--- config.mk ---
export PLATFORM = sky130hd
export DESIGN_NAME = hazard_ctrl
export DESIGN_NICKNAME = d
export VERILOG_FILES = /design/src/rtl/hazard_pkg.sv /design/src/rtl/hazard_ctrl_fwd.sv /design/src/rtl/hazard_ctrl.sv
export SDC_FILE = /design/constraint.sdc
export NUM_CORES = 1
export LEC_CHECK = 0
export ABC_AREA = 0
export BUFFER_PORTS_ARGS = -buffer_cell sky130_fd_sc_hd__buf_2
export CAP_MARGIN = 40
export CORE_MARGIN = 1
export CORE_UTILIZATION = 54
export DETAILED_ROUTE_END_ITERATION = 10
export PLACE_DENSITY = 0.86
export SLEW_MARGIN = 20
export SYNTH_ARGS = -nofsm -noshare
export SYNTH_HDL_FRONTEND = slang
export SYNTH_HIERARCHICAL = 1
export SYNTH_SLANG_ARGS = --single-unit
--- constraint.sdc ---
create_clock -name clk -period 2.09 [get_ports clk]
set_input_delay 0.209 -clock clk [delete_from_list [all_inputs] [get_ports clk]]
set_output_delay 0.209 -clock clk [all_outputs]
set_load 0.02 [all_outputs]
--- src/rtl/hazard_pkg.sv ---
// Shared types for the pipeline hazard controller.
// FSM state encoding and forwarding-select codes.
package hazard_pkg;

    typedef enum logic [0:0] {
        RUN     = 1'b0,
        MC_WAIT = 1'b1
    } state_t;

    typedef logic [1:0] fwd_sel_t;

    localparam fwd_sel_t FWD_RF  = 2'd0;
    localparam fwd_sel_t FWD_MEM = 2'd1;
    localparam fwd_sel_t FWD_WB  = 2'd2;

endpackage

--- src/rtl/hazard_ctrl_fwd.sv ---
// Per-operand forwarding compare for the execute stage.
// The younger mem-stage result beats writeback; x0 never forwards.
module fwd_unit
    import hazard_pkg::*;
#(
    parameter int REG_BITS = 5
) (
    input  logic [REG_BITS-1:0] rs_i,
    input  logic                used_i,
    input  logic [REG_BITS-1:0] mem_rd_i,
    input  logic                mem_we_i,
    input  logic [REG_BITS-1:0] wb_rd_i,
    input  logic                wb_we_i,
    output fwd_sel_t            sel_o
);

    always_comb begin
        sel_o = FWD_RF;
        if (used_i && rs_i != '0) begin
            if (mem_we_i && mem_rd_i == rs_i) begin
                sel_o = FWD_MEM;
            end else if (wb_we_i && wb_rd_i == rs_i) begin
                sel_o = FWD_WB;
            end
        end
    end

endmodule

--- src/rtl/hazard_ctrl.sv ---
// Pipeline hazard controller: forwarding, load-use stalls,
// branch flushes and the multi-cycle execute handshake.
module hazard_ctrl
    import hazard_pkg::*;
#(
    parameter int REG_COUNT  = 32,
    parameter int REG_BITS   = $clog2(REG_COUNT),
    parameter int CNT_WIDTH  = 32,
    parameter int MC_TIMEOUT = 64
) (
    input  logic                 clk,
    input  logic                 rstn,
    input  logic [REG_BITS-1:0]  dec_rs1,
    input  logic [REG_BITS-1:0]  dec_rs2,
    input  logic                 dec_rs1_used,
    input  logic                 dec_rs2_used,
    input  logic [REG_BITS-1:0]  dec_rd,
    input  logic                 dec_mem_read,
    input  logic                 dec_mc,
    input  logic [REG_BITS-1:0]  mem_rd,
    input  logic                 mem_write_en,
    input  logic [REG_BITS-1:0]  wb_rd,
    input  logic                 wb_write_en,
    input  logic                 branch_taken,
    input  logic                 mc_done,
    output logic [1:0]           fwd_a_sel,
    output logic [1:0]           fwd_b_sel,
    output logic                 stall_fetch,
    output logic                 stall_decode,
    output logic                 bubble_execute,
    output logic                 flush_decode,
    output logic                 hold_execute,
    output logic                 mc_start,
    output logic                 mc_error,
    output logic [CNT_WIDTH-1:0] stall_count
);

    localparam int TW = (MC_TIMEOUT > 2) ? $clog2(MC_TIMEOUT) : 1;
    localparam logic [TW-1:0] T_LAST = TW'(MC_TIMEOUT - 1);

    state_t                 state_q, state_d;
    logic [TW-1:0]          timer_q, timer_d;
    logic                   err_q, err_d;
    logic [CNT_WIDTH-1:0]   cnt_q;
    logic [REG_BITS-1:0]    exe_rs1_q, exe_rs2_q, exe_rd_q;
    logic                   exe_rs1_used_q, exe_rs2_used_q;
    logic                   exe_ld_q, exe_mc_q;
    logic                   mc_clr;
    logic                   load_use;

    fwd_unit #(.REG_BITS(REG_BITS)) u_fwd_a (
        .rs_i     (exe_rs1_q),
        .used_i   (exe_rs1_used_q),
        .mem_rd_i (mem_rd),
        .mem_we_i (mem_write_en),
        .wb_rd_i  (wb_rd),
        .wb_we_i  (wb_write_en),
        .sel_o    (fwd_a_sel)
    );

    fwd_unit #(.REG_BITS(REG_BITS)) u_fwd_b (
        .rs_i     (exe_rs2_q),
        .used_i   (exe_rs2_used_q),
        .mem_rd_i (mem_rd),
        .mem_we_i (mem_write_en),
        .wb_rd_i  (wb_rd),
        .wb_we_i  (wb_write_en),
        .sel_o    (fwd_b_sel)
    );

    assign load_use = exe_ld_q && exe_rd_q != '0 &&
                      ((dec_rs1_used && dec_rs1 == exe_rd_q) ||
                       (dec_rs2_used && dec_rs2 == exe_rd_q));

    always_comb begin
        state_d        = state_q;
        timer_d        = timer_q;
        err_d          = err_q;
        mc_clr         = 1'b0;
        stall_fetch    = 1'b0;
        stall_decode   = 1'b0;
        bubble_execute = 1'b0;
        flush_decode   = 1'b0;
        hold_execute   = 1'b0;
        mc_start       = 1'b0;
        unique case (state_q)
            RUN: begin
                if (branch_taken) begin
                    flush_decode   = 1'b1;
                    bubble_execute = 1'b1;
                end else if (exe_mc_q) begin
                    mc_start = 1'b1;
                    state_d  = MC_WAIT;
                    timer_d  = '0;
                end else if (load_use) begin
                    stall_fetch    = 1'b1;
                    stall_decode   = 1'b1;
                    bubble_execute = 1'b1;
                end
            end
            MC_WAIT: begin
                stall_fetch  = 1'b1;
                stall_decode = 1'b1;
                hold_execute = 1'b1;
                // Leaving on timeout also retires the op so RUN won't restart it
                if (mc_done) begin
                    state_d = RUN;
                    mc_clr  = 1'b1;
                end else if (timer_q == T_LAST) begin
                    err_d   = 1'b1;
                    state_d = RUN;
                    mc_clr  = 1'b1;
                end else begin
                    timer_d = timer_q + 1'b1;
                end
            end
        endcase
    end

    always_ff @(posedge clk) begin
        if (!rstn) begin
            state_q <= RUN;
            timer_q <= '0;
            err_q   <= 1'b0;
            cnt_q   <= '0;
        end else begin
            state_q <= state_d;
            timer_q <= timer_d;
            err_q   <= err_d;
            if (stall_fetch && cnt_q != '1) begin
                cnt_q <= cnt_q + 1'b1;
            end
        end
    end

    always_ff @(posedge clk) begin
        if (!rstn || bubble_execute) begin
            exe_rs1_q      <= '0;
            exe_rs2_q      <= '0;
            exe_rs1_used_q <= 1'b0;
            exe_rs2_used_q <= 1'b0;
            exe_rd_q       <= '0;
            exe_ld_q       <= 1'b0;
            exe_mc_q       <= 1'b0;
        end else if (!stall_decode) begin
            exe_rs1_q      <= dec_rs1;
            exe_rs2_q      <= dec_rs2;
            exe_rs1_used_q <= dec_rs1_used;
            exe_rs2_used_q <= dec_rs2_used;
            exe_rd_q       <= dec_rd;
            exe_ld_q       <= dec_mem_read;
            exe_mc_q       <= dec_mc;
        end else if (mc_clr) begin
            exe_mc_q <= 1'b0;
        end
    end

    assign mc_error    = err_q;
    assign stall_count = cnt_q;

endmodule

==> results.ini <==
[detailed_routing]
detail_route.wirelength_um=8120
via_count=3202
routed_wl_per_cell_um=15.1
via_per_inst=5.95
drc=0
drt_iter0_drc=220
ant_nets=0
firstDrtPassIters=4

[worst_setup_path]
regToRegSetupSlack_ns=0.04
critical_path.slowest_cell=sky130_fd_sc_hd__dfxtp_2
critPathBufInv=3
cp_data_required_time_ns=1.88
r2r_cells=7
timing.rr.start=exe_rd_q[2]
cell_by_cell_listing_of_the_critical_path=xnor2_1, nand4_1, o22ai_2, o21ai_4, inv_2, buf_12, buf_4
critPathLaunchType=flip-flop
crit-reg2reg-capture=stall_count[28]
path_max_fanout=18
data_arrival_critical_path_ns=1.84
timing.setup.critical_path_class=flip-flop to primary output
cp_slowest_stage_delay_ns=0.34
worst_path_dominant_cell_family=buffers and inverters
crit_path_end_kind=primary output

[layout]
ratio_of_cells_with_drive_above_1_in_the_final_layout_pct=29.6
num-fill-cells=474
antenna-diode-count=0
final_nets=497
area_delta_synth_final_pct=20.5
postLayoutCoreUtil_pct=67.8

[sta]
layout_setup_ws_ns=0.0408
final-setup-viol-count=0
fin_worst_skew_ns=0.00645
timing_hold_violations_final=0
max_freq_mhz=488
period_needed_ns=2.05
max_slew_margin_pct=65.0
layout_worst_path_cycle_share_pct=98.0
drv_slew=0
max_slew.worst_pin.slew_ns=0.524

[placed_design]
buffer_ports.inserted=77
routabilityCongestion=0.829
placement.setup.worst_slack_ns=0.114
final_hpwl_from_detailed_placement_um=5640

[clock_tree]
cell_at_the_root_of_the_clock_tree=sky130_fd_sc_hd__clkbuf_8
cts.reportedPaths.clkPinSlew_ns=0.06
cts.path.max_buffers=2
cts-htree-levels=3
holdBufCountCts=0
worst_skew_pair.late_latency_ns=0.33
cts-buffers-inserted=9
cts_tree=yes
tritoncts_num_sinks=59

[die]
fp.dieArea_um2=6480
placeableCoreArea_um2=5920
dieHeight_um=80.5
io_pins=78
starting_density_pct=56.2
die_w_um=80.5
row_count=28

[grt]
grt_start_max_net_pins=58
grt_use_met2_pct=42.7
grt_use_met1_pct=29.6
antenna_found_initial=0
first_global_vias=2895
grt.busiest_layer=met2
overflow=0
globalRouteMet3Util_pct=4.32
grt_first_pass_wirelength_um=12600
track_usage_pct=24.8

[yosys]
synth_area_um2=3330
synth_top_area_cell=sky130_fd_sc_hd__dfxtp_1
syn_avg_cell_area_um2=8.78
synth_top_cells_by_area=sky130_fd_sc_hd__dfxtp_1, sky130_fd_sc_hd__mux2i_1, sky130_fd_sc_hd__a21oi_1
synthesis.instances=379
synth.ff_latch_count=59
async_flop_share_pct=0
syn_nets=416
ys.warnings.count=6
yosys_most_used_dff=sky130_fd_sc_hd__dfxtp_1
netlist_top_cells_count=sky130_fd_sc_hd__dfxtp_1, sky130_fd_sc_hd__a21oi_1, sky130_fd_sc_hd__nand2_1, sky130_fd_sc_hd__nor2_1, sky130_fd_sc_hd__nand3_1
synth_cell_type_count=50
synth_most_common_cell=sky130_fd_sc_hd__dfxtp_1
synth_top_area_share_pct=35.5
synth_edf_count=0
seq_area_frac_synth_pct=35.5

[min_path]
timing.hold.worst.start=dec_rd[4]
hold_path_end=exe_rd_q[4]
min-delay-path-class=input pin to flip-flop
worst_hold_path.num_cells=3

[status]
run_status=finished, final reports clean

[run]
maxCapViolations=0

[power_and_ir_drop]
p_leak_nw=1.58
ir_drop_mv=0.302
pwr_density_nw_per_um2=582
total_power_w=0.00233

-- cell families (layout without fill, tap and decap cells) --
group                      after synthesis  after routing  synth area share (%)
adders and majority gates                2              2                 0.751
xor gates and xnor gates                33             33                  8.68
muxes                                   19             19                  5.71
DFF                                     59             59                  35.5
AOI/OAI and AO/OA                       74             74                  14.4
and+or+nand+nor                        165            165                  30.0
buffers and inverters                   27            111                  5.04
-- routing by layer --
layer  vias up  part of all wire, %
li1       1569                    -
met1      1528                   44
met2        89                   50
met3        16                  5.0
met4         0                  1.7
met5         -                    0
-- state kept, by name, summed over array words and instances (netlist names) --
register,flops
exe_ld_q,1
exe_mc_q,1
exe_rd_q,5
exe_rs1_q,5
exe_rs1_used_q,1
exe_rs2_q,5
exe_rs2_used_q,1
mc_error,1
stall_count,32
state_q,1
timer_q,6
-- layout make-up --
cell class	count	area, um2	share of cell area [%]
Clock inverter	3	40.0	0.998
Sequential cell	59	1190	29.6
Inverter	5	18.8	0.468
Tap cell	75	93.8	2.34
Multi-Input combinational cell	293	1990	49.6
Timing Repair Buffer	92	538	13.4
Clock buffer	11	141	3.52
-- report_power, final --
group,internal (W),total [W],leakage [nW],switching (W)
clock,0.000566,0.000984,0.0950,0.000418
combinational,0.0000856,0.000184,1.00,0.0000988
sequential,0.00114,0.00117,0.481,0.0000225
-- through the flow --
stage / cells / hold WS (ns) / cell area, um2 / TNS (ns)
final: 538 / 0.111 / 4010 / 0
after global routing: 538 / 0.117 / 4010 / -0.0602
after CTS: 537 / 0.111 / 3990 / 0
after detailed placement: 523 / 0.453 / 3810 / 0
after global placement: 523 / 0.448 / 3810 / 0
after floorplan: 379 / 0.345 / 3330 / 0
-- cells in the final DEF, fill, tap and decap left out, types with 4 or more instances in the layout --
cell / n
sky130_fd_sc_hd__buf_2: 76
sky130_fd_sc_hd__nor3_2: 6
sky130_fd_sc_hd__a21oi_1: 34
sky130_fd_sc_hd__and3_1: 6
sky130_fd_sc_hd__nand2b_1: 10
sky130_fd_sc_hd__dfxtp_2: 6
sky130_fd_sc_hd__mux2i_1: 19
sky130_fd_sc_hd__or3_1: 4
sky130_fd_sc_hd__buf_4: 13
sky130_fd_sc_hd__dfxtp_1: 53
sky130_fd_sc_hd__nor2_1: 27
sky130_fd_sc_hd__nand2_1: 31
sky130_fd_sc_hd__o21ai_0: 5
sky130_fd_sc_hd__or4_1: 19
sky130_fd_sc_hd__nand4_1: 14
sky130_fd_sc_hd__o31ai_1: 19
sky130_fd_sc_hd__nor4_1: 5
sky130_fd_sc_hd__xor2_1: 17
sky130_fd_sc_hd__nand3_1: 20
sky130_fd_sc_hd__xnor2_1: 16
sky130_fd_sc_hd__clkbuf_8: 10
-- worst register-to-register path, stage by stage, from the launching register on --
cell and delay [ns]:
sky130_fd_sc_hd__dfxtp_2 0.34, sky130_fd_sc_hd__xnor2_1 0.19, sky130_fd_sc_hd__nand4_1 0.14, sky130_fd_sc_hd__o22ai_2 0.26
sky130_fd_sc_hd__o21ai_4 0.10, sky130_fd_sc_hd__buf_12 0.19, sky130_fd_sc_hd__or4_1 0.57, sky130_fd_sc_hd__a21oi_2 0.17
-- how the worst max path moves through the flow --
stage | endpoint | cells after the start | start
floorplan | stall_fetch | 9 | state_q
global placement | stall_count[30] | 7 | exe_rd_q[4]
detailed placement | stall_count[28] | 7 | exe_rd_q[2]
CTS | stall_decode | 7 | exe_rd_q[4]
global route | stall_decode | 7 | exe_rd_q[4]
finish | stall_decode | 7 | exe_rd_q[2]
-- repair_timing --
action	in CTS	in global routing
pin swaps	0	1
resized for setup	1	8
setup buffers	0	1
setup endpoints to repair	1	20
Power figures use the tool's default switching activity.
